`src/rtl/if_stage.sv`:
```
// ---------------------------------------------------------------------------
// if_stage
//
// Instruction-fetch stage of the 16-bit five-stage CPU. Owns the PC register,
// presents it to the combinational instruction memory, and captures the
// returned word into the IF/ID pipeline register for the decode stage.
// Branch redirects kill the wrong-path fetch, hazard stalls freeze the stage,
// and cycles where MEM owns the shared RAM insert a bubble. A saturating
// counter records how many bubbles entered IF/ID.
//
// Parameters:
//   RESET_PC    PC value loaded on reset
//   NOP_INST    encoding placed in IF/ID on a bubble or kill
//
// Ports:
//   clk         system clock, rising edge
//   rst         asynchronous, active-low reset
//   stall       hazard unit: hold PC and IF/ID this cycle
//   mem_busy    MEM stage owns the shared RAM; inst is invalid this cycle
//   br_taken    ID-stage branch/jump resolved taken
//   br_target   redirect PC, valid when br_taken = 1
//   pc          fetch address to instruction memory (copy of PC register)
//   inst        instruction word from memory for the current pc
//   id_pc       PC of the instruction held in IF/ID
//   id_pc_next  id_pc + 1, used by MFPC/JALR
//   id_inst     instruction held in IF/ID
//   id_valid    1 = id_inst is a real fetched instruction, 0 = bubble
//   bubble_cnt  saturating count of cycles in which a bubble entered IF/ID
// ---------------------------------------------------------------------------
module if_stage #(
    parameter logic [15:0] RESET_PC = 16'h0000,
    parameter logic [15:0] NOP_INST = 16'h0800
) (
    input  logic        clk,
    input  logic        rst,
    input  logic        stall,
    input  logic        mem_busy,
    input  logic        br_taken,
    input  logic [15:0] br_target,
    output logic [15:0] pc,
    input  logic [15:0] inst,
    output logic [15:0] id_pc,
    output logic [15:0] id_pc_next,
    output logic [15:0] id_inst,
    output logic        id_valid,
    output logic [15:0] bubble_cnt
);

    logic [15:0] pc_reg;
    logic [15:0] pc_plus_one;
    logic [15:0] pc_next;
    logic        load_bubble;
    logic        do_fetch;

    // The fetch address comes straight from the register, so no control
    // input has a combinational path to pc.
    assign pc          = pc_reg;
    assign pc_plus_one = pc_reg + 16'd1;

    // A branch kills the fetch even during a stall; otherwise a stall freezes
    // everything, and only then does a busy RAM turn the fetch into a bubble.
    assign load_bubble = br_taken | (~stall & mem_busy);
    assign do_fetch    = ~br_taken & ~stall & ~mem_busy;

    // Next PC selection in priority order: redirect, hold (stall or busy
    // RAM, so the same address is refetched), or sequential increment.
    always_comb begin
        pc_next = pc_reg;
        if (br_taken) begin
            pc_next = br_target;
        end else if (do_fetch) begin
            pc_next = pc_plus_one;
        end
    end

    // PC register.
    always_ff @(posedge clk or negedge rst) begin
        if (!rst) begin
            pc_reg <= RESET_PC;
        end else begin
            pc_reg <= pc_next;
        end
    end

    // IF/ID register. On a bubble or kill only the instruction and valid bit
    // change; id_pc/id_pc_next keep the last fetched instruction's address.
    always_ff @(posedge clk or negedge rst) begin
        if (!rst) begin
            id_pc      <= 16'h0000;
            id_pc_next <= 16'h0000;
            id_inst    <= NOP_INST;
            id_valid   <= 1'b0;
        end else if (load_bubble) begin
            id_inst  <= NOP_INST;
            id_valid <= 1'b0;
        end else if (do_fetch) begin
            id_pc      <= pc_reg;
            id_pc_next <= pc_plus_one;
            id_inst    <= inst;
            id_valid   <= 1'b1;
        end
    end

    // Bubble counter, saturating at all-ones instead of wrapping.
    always_ff @(posedge clk or negedge rst) begin
        if (!rst) begin
            bubble_cnt <= 16'h0000;
        end else if (load_bubble && (bubble_cnt != 16'hFFFF)) begin
            bubble_cnt <= bubble_cnt + 16'd1;
        end
    end

endmodule

```
`config.mk`:
```
export PLATFORM = sky130hd
export DESIGN_NAME = if_stage
export DESIGN_NICKNAME = d
export VERILOG_FILES = /design/src/rtl/if_stage.sv
export SDC_FILE = /design/constraint.sdc
export NUM_CORES = 1
export LEC_CHECK = 0
export CAP_MARGIN = 20
export CORE_MARGIN = 5
export CORE_UTILIZATION = 48
export CTS_BUF_LIST = sky130_fd_sc_hd__clkbuf_4
export DETAILED_ROUTE_END_ITERATION = 16
export HOLD_SLACK_MARGIN = 0.15
export PLACE_DENSITY_LB_ADDON = 0.2
export SLEW_MARGIN = 20
export SYNTH_ARGS = -nofsm -noshare
export SYNTH_HDL_FRONTEND = slang
export SYNTH_SLANG_ARGS = --single-unit
```
`constraint.sdc`:
```
create_clock -name clk -period 2.4 [get_ports clk]
set_input_delay 0.6 -clock clk [delete_from_list [all_inputs] [get_ports clk]]
set_output_delay 0.6 -clock clk [all_outputs]
set_load 0.03 [all_outputs]
```
Word-level counts from Yosys, hierarchy flattened
Cells that the tools add are included.
- register bits after elaboration: 81
- input bits: 37
- output and inout port bits: 81
- add/sub/neg operators: 2
- equal/unequal tests: 1
- multiplexer cells: 6
- bitwise gates (word level): 8
- reductions and logical operators: 4
- operator list (cell ; count):
    $mux W16 ; 4
    $add A16 B1 Y16 const B ; 2
    $ne A16 B16 Y1 const B ; 1
    $not A1 Y1 ; 4
    $reduce_bool A2 Y1 ; 2
    $and A1 B1 Y1 ; 3
    $mux W1 ; 2
    $reduce_and A2 Y1 ; 1
    $logic_and A1 B1 Y1 ; 1
    $or A1 B1 Y1 ; 1

Longest topological paths before layout
- depth after elaboration: 5
- mapped depth: 7
- gate-level depth less buffers: 5

Worst setup path after synthesis
No wires, ideal clock.
- kind: reg2reg
- start: register pc_reg[0], in the netlist pc[0]
- end: register pc_reg[14], in the netlist pc[14]
- setup time: 82 ps
- arrival time: 2360 ps
- data required time: 2318 ps
- path slack: -42 ps
- stages on the path, launching flop included: 8
- path buffers: 2
- cells stage by stage: dfrtp_1 > ha_1 > clkbuf_1 > inv_1 > or4_1 > buf_2 > or4_1 > a31oi_1
- longest elaborated chain between the ends: 3
- RTL lines (element ; RTL line ; text):
    start, declared ; 49 ; logic [15:0] pc_reg;
    start signal, assigned ; 81 ; pc_reg <= pc_next;
    $add A16 B1 Y16 ; 58 ; assign pc_plus_one = pc_reg + 16'd1;
    $mux W16 ; 71 ; end else if (do_fetch) begin
    $mux W16 ; 69 ; if (br_taken) begin
No other way between the ends. The select of a mux whose other input is x is not followed.
A chain may end at the register's enable or synchronous reset.

Worst setup path after layout
- start: register pc_reg[11], in the netlist pc[11]
- end: output pc[11]
- RTL lines (element ; RTL line ; text):
    end, declared ; 40 ; output logic [15:0] pc,
No word-level cell between the ends.

==> results by group <==
Logic synthesis
  • Ys flop type: dfrtp_1
  • Synth Instances: about 370
  • #FFs+latches synth: 81
  • Synth area leader: dfrtp_1
  • Post-Syn Area: approximately 3600 um^2
  • Asr flop ratio synth: 100%
  • EDFF count, synth: 0
  • Post-synth top area share: roughly 55%
  • Mapped Avg Cell Area: ~10 um^2
  • Top cells by area in the synthesized netlist: dfrtp_1 (55%), nand2_1 (9.2%), xor2_1 (5.1%)
  • Yosys warning count: 0
  • Commonest cells in the netlist: nand2_1 (89), dfrtp_1 (80), o21ai_0 (29)
  • Post-Syn Nets: between 400 and 500
  • Yosys cell types: 38
  • Count leader, synth: nand2_1
  • Sequential area share after synthesis: between 50% and 60%

Timing
  • Max Transition Viols Final: 0
  • Final Cycle Share: 95.7%
  • Setup Skew: 0.0209 ns
  • RSZ-0062 raised after global routing: false
  • Worst relative slew slack: between 50% and 60%
  • Final min period: roughly 2.3 ns
  • Fin. Hold Viols: 0
  • Final setup fails: 0
  • FMAX: about 440 MHz
  • Worst-margin pin slew: 0.725 ns

Route
  • WL per Instance: 15.9 um
  • 1st-pass router iterations: 5
  • DR iter-0 viols: roughly 160
  • Via count: 3178
  • Residual DRC: 0
  • Total Wirelength: between 9000 and 10000 um
  • Vias per cell: 5.31
  • Final ANT Viol Nets: 0

CTS
  • CTS tree: done
  • CTS buffer count: 9
  • Clock Path Buffers: 2
  • Post-CTS setup buffers: 0
  • CTS sink count: ~80
  • Clk Latency, worst-skew pair: approximately 0.43 ns
  • Worst-path clk slew: around 0.14 ns
  • Root Buffer: clkbuf_4
  • H-tree depth: 3

Setup path
  • Startpoint types: flop
  • Crit path arrival time: about 1.7 ns
  • Worst path top cell family by delay: buffers and inverters
  • Worst Path Class, Setup: flop to output pin
  • CP required: between 1.5 and 2 ns
  • CP max-delay cell: clkdlybuf4s50_1
  • CP Cell Sequence: clkdlybuf4s50_1
  • Worst r2r src: pc[5]
  • Worst setup path startpoint: pc[11]
  • CP Max Fanout: 7
  • Crit-path max cell delay: around 0.74 ns
  • Critical Path Sink Type: output pin
  • Critical path buffers and inverters: 1

Die
  • Std cell rows: 31
  • Die X: 97.0 um
  • Die Area: 9400 um^2
  • Core area: around 7300 um^2
  • Ports: about 120
  • Starting density of the core: between 40 and 50%
  • Die height: between 90 and 100 um

Hold path
  • Worst Hold Class: flop to flop
  • Hold path start: id_inst[11]

Run
  • Max cap viols: 0

Pwr
  • Leak pwr: about 0.0023 uW
  • Sequential power share: 41.7%
  • P_int: between 2000 and 3000 uW
  • Design Power: about 4400 uW
  • Sw frac: 34.7%
  • Psw: 1510 uW
  • Worst vdd ir: about 0.0008 V
  • Pwr dens: between 800 and 900 nW/um^2
  • Clock share of power: between 20% and 30%
  • Comb pwr share: between 30% and 40%

Placement
  • PortBufs: roughly 120
  • RePlAce Congestion: about 0.85
  • Post-detail-place hpwl: around 7000 um

Cells and area
  • Post-Route Utilization: between 70% and 80%
  • Area grow syn2layout: 44.5%
  • Nets@finish: between 500 and 600
  • Layout cells sized above 1: around a tenth
  • ANT cells: 0
  • Fill cells: about 610

GRT
  • Largest net degree at the start of global routing: 36
  • Grt total ovfl: 0
  • Global Route Usage Sum: 21.3%
  • Initial antenna violation count: 0
  • First-pass GRT wire length: roughly 16000 um
  • Vias in the first global route: 3253

Outcome
  • Run status: finished, final reports clean
[kinds of logic (layout without fill, tap and decap cells)]
logic type,Yosys count,in the layout,share of synthesized area [%]
mux,4,4,1.21
simple gates,165,165,21.4
flops,81,81,55.9
compound gates,56,56,9.89
buf+inv,25,158,2.69
fa+ha+maj,2,2,0.689
xor+xnor,34,34,8.20
[worst min-delay path, delay by kind of cell (launching register included)]
kind                   cells  cell delay [ns]
buffers and inverters      1             0.05
AO/OA/AOI/OAI              1             0.05
flip-flops                 1             0.40
[cells in the final DEF (no fill, tap or decap), types with 5 or more instances in the layout]
cell,n
buf_4,19
nand3_1,11
nor3_1,12
dfrtp_1,78
nor2_1,16
o21ai_0,29
nand2_1,89
xor2_1,21
a31oi_1,5
clkdlybuf4s50_1,115
or4_1,7
a22o_1,15
clkbuf_4,9
xnor2_1,13
nand4_1,5
[final timing paths]
path	slack, ns	cells past startpoint	endpoint
min in group asynchronous	0.62	2	id_pc_next[3]
min	0.48	2	id_inst[11]
max	0.10	1	pc[11]
max reg2reg	0.27	4	pc[14]
min reg2reg	0.48	2	id_inst[11]
max in group asynchronous	1.11	3	id_inst[11]
[power by group through the flow]
stage | Combinational (uW) | Clock [uW] | Sequential (uW)
floorplan | 334 | 0 | 2260
global placement | 1430 | 0 | 1830
detailed placement | 1450 | 0 | 1840
CTS | 1460 | 1130 | 1820
global route | 1550 | 1210 | 1860
finish | 1440 | 1100 | 1820
[metal layers]
layer | vias up | share of wire [%] | track usage (%)
met2 | 98 | 50 | 35.0
met3 | 15 | 6.3 | 6.98
met5 | - | 0 | 0
met1 | 1542 | 42 | 26.3
li1 | 1523 | - | -
met4 | 0 | 1.7 | 7.34
[per-stage QoR]
stage	cell area (um^2)	hold WS [ns]	cells	setup slack, ns	setup TNS (ns)
floorplan	3630	0.304	367	0.0899	0
global placement	5020	0.456	582	-0.0125	-0.155
detailed placement	5020	0.462	582	-0.106	-1.52
CTS	5240	0.483	599	0.0664	0
global route	5250	0.502	599	0.0152	0
finish	5250	0.480	599	0.103	0
[repair_timing]
action | in CTS | in global routing
hold endpoints to repair | 28 | 0
setup endpoints to repair | 0 | 1
resized for setup | 0 | 1
hold buffers | 1 | 0
[layout make-up]
cell class | instances | area (um^2) | share of cell area, %
repair buffers | 138 | 1360 | 25.9
flip-flops and latches | 81 | 2030 | 38.7
clock buffers | 9 | 67.6 | 1.29
well taps | 99 | 124 | 2.36
inverters | 4 | 15.0 | 0.286
multi-input cells | 261 | 1510 | 28.8
clock inverters | 7 | 143 | 2.72
(Power assumes the default switching activity.)
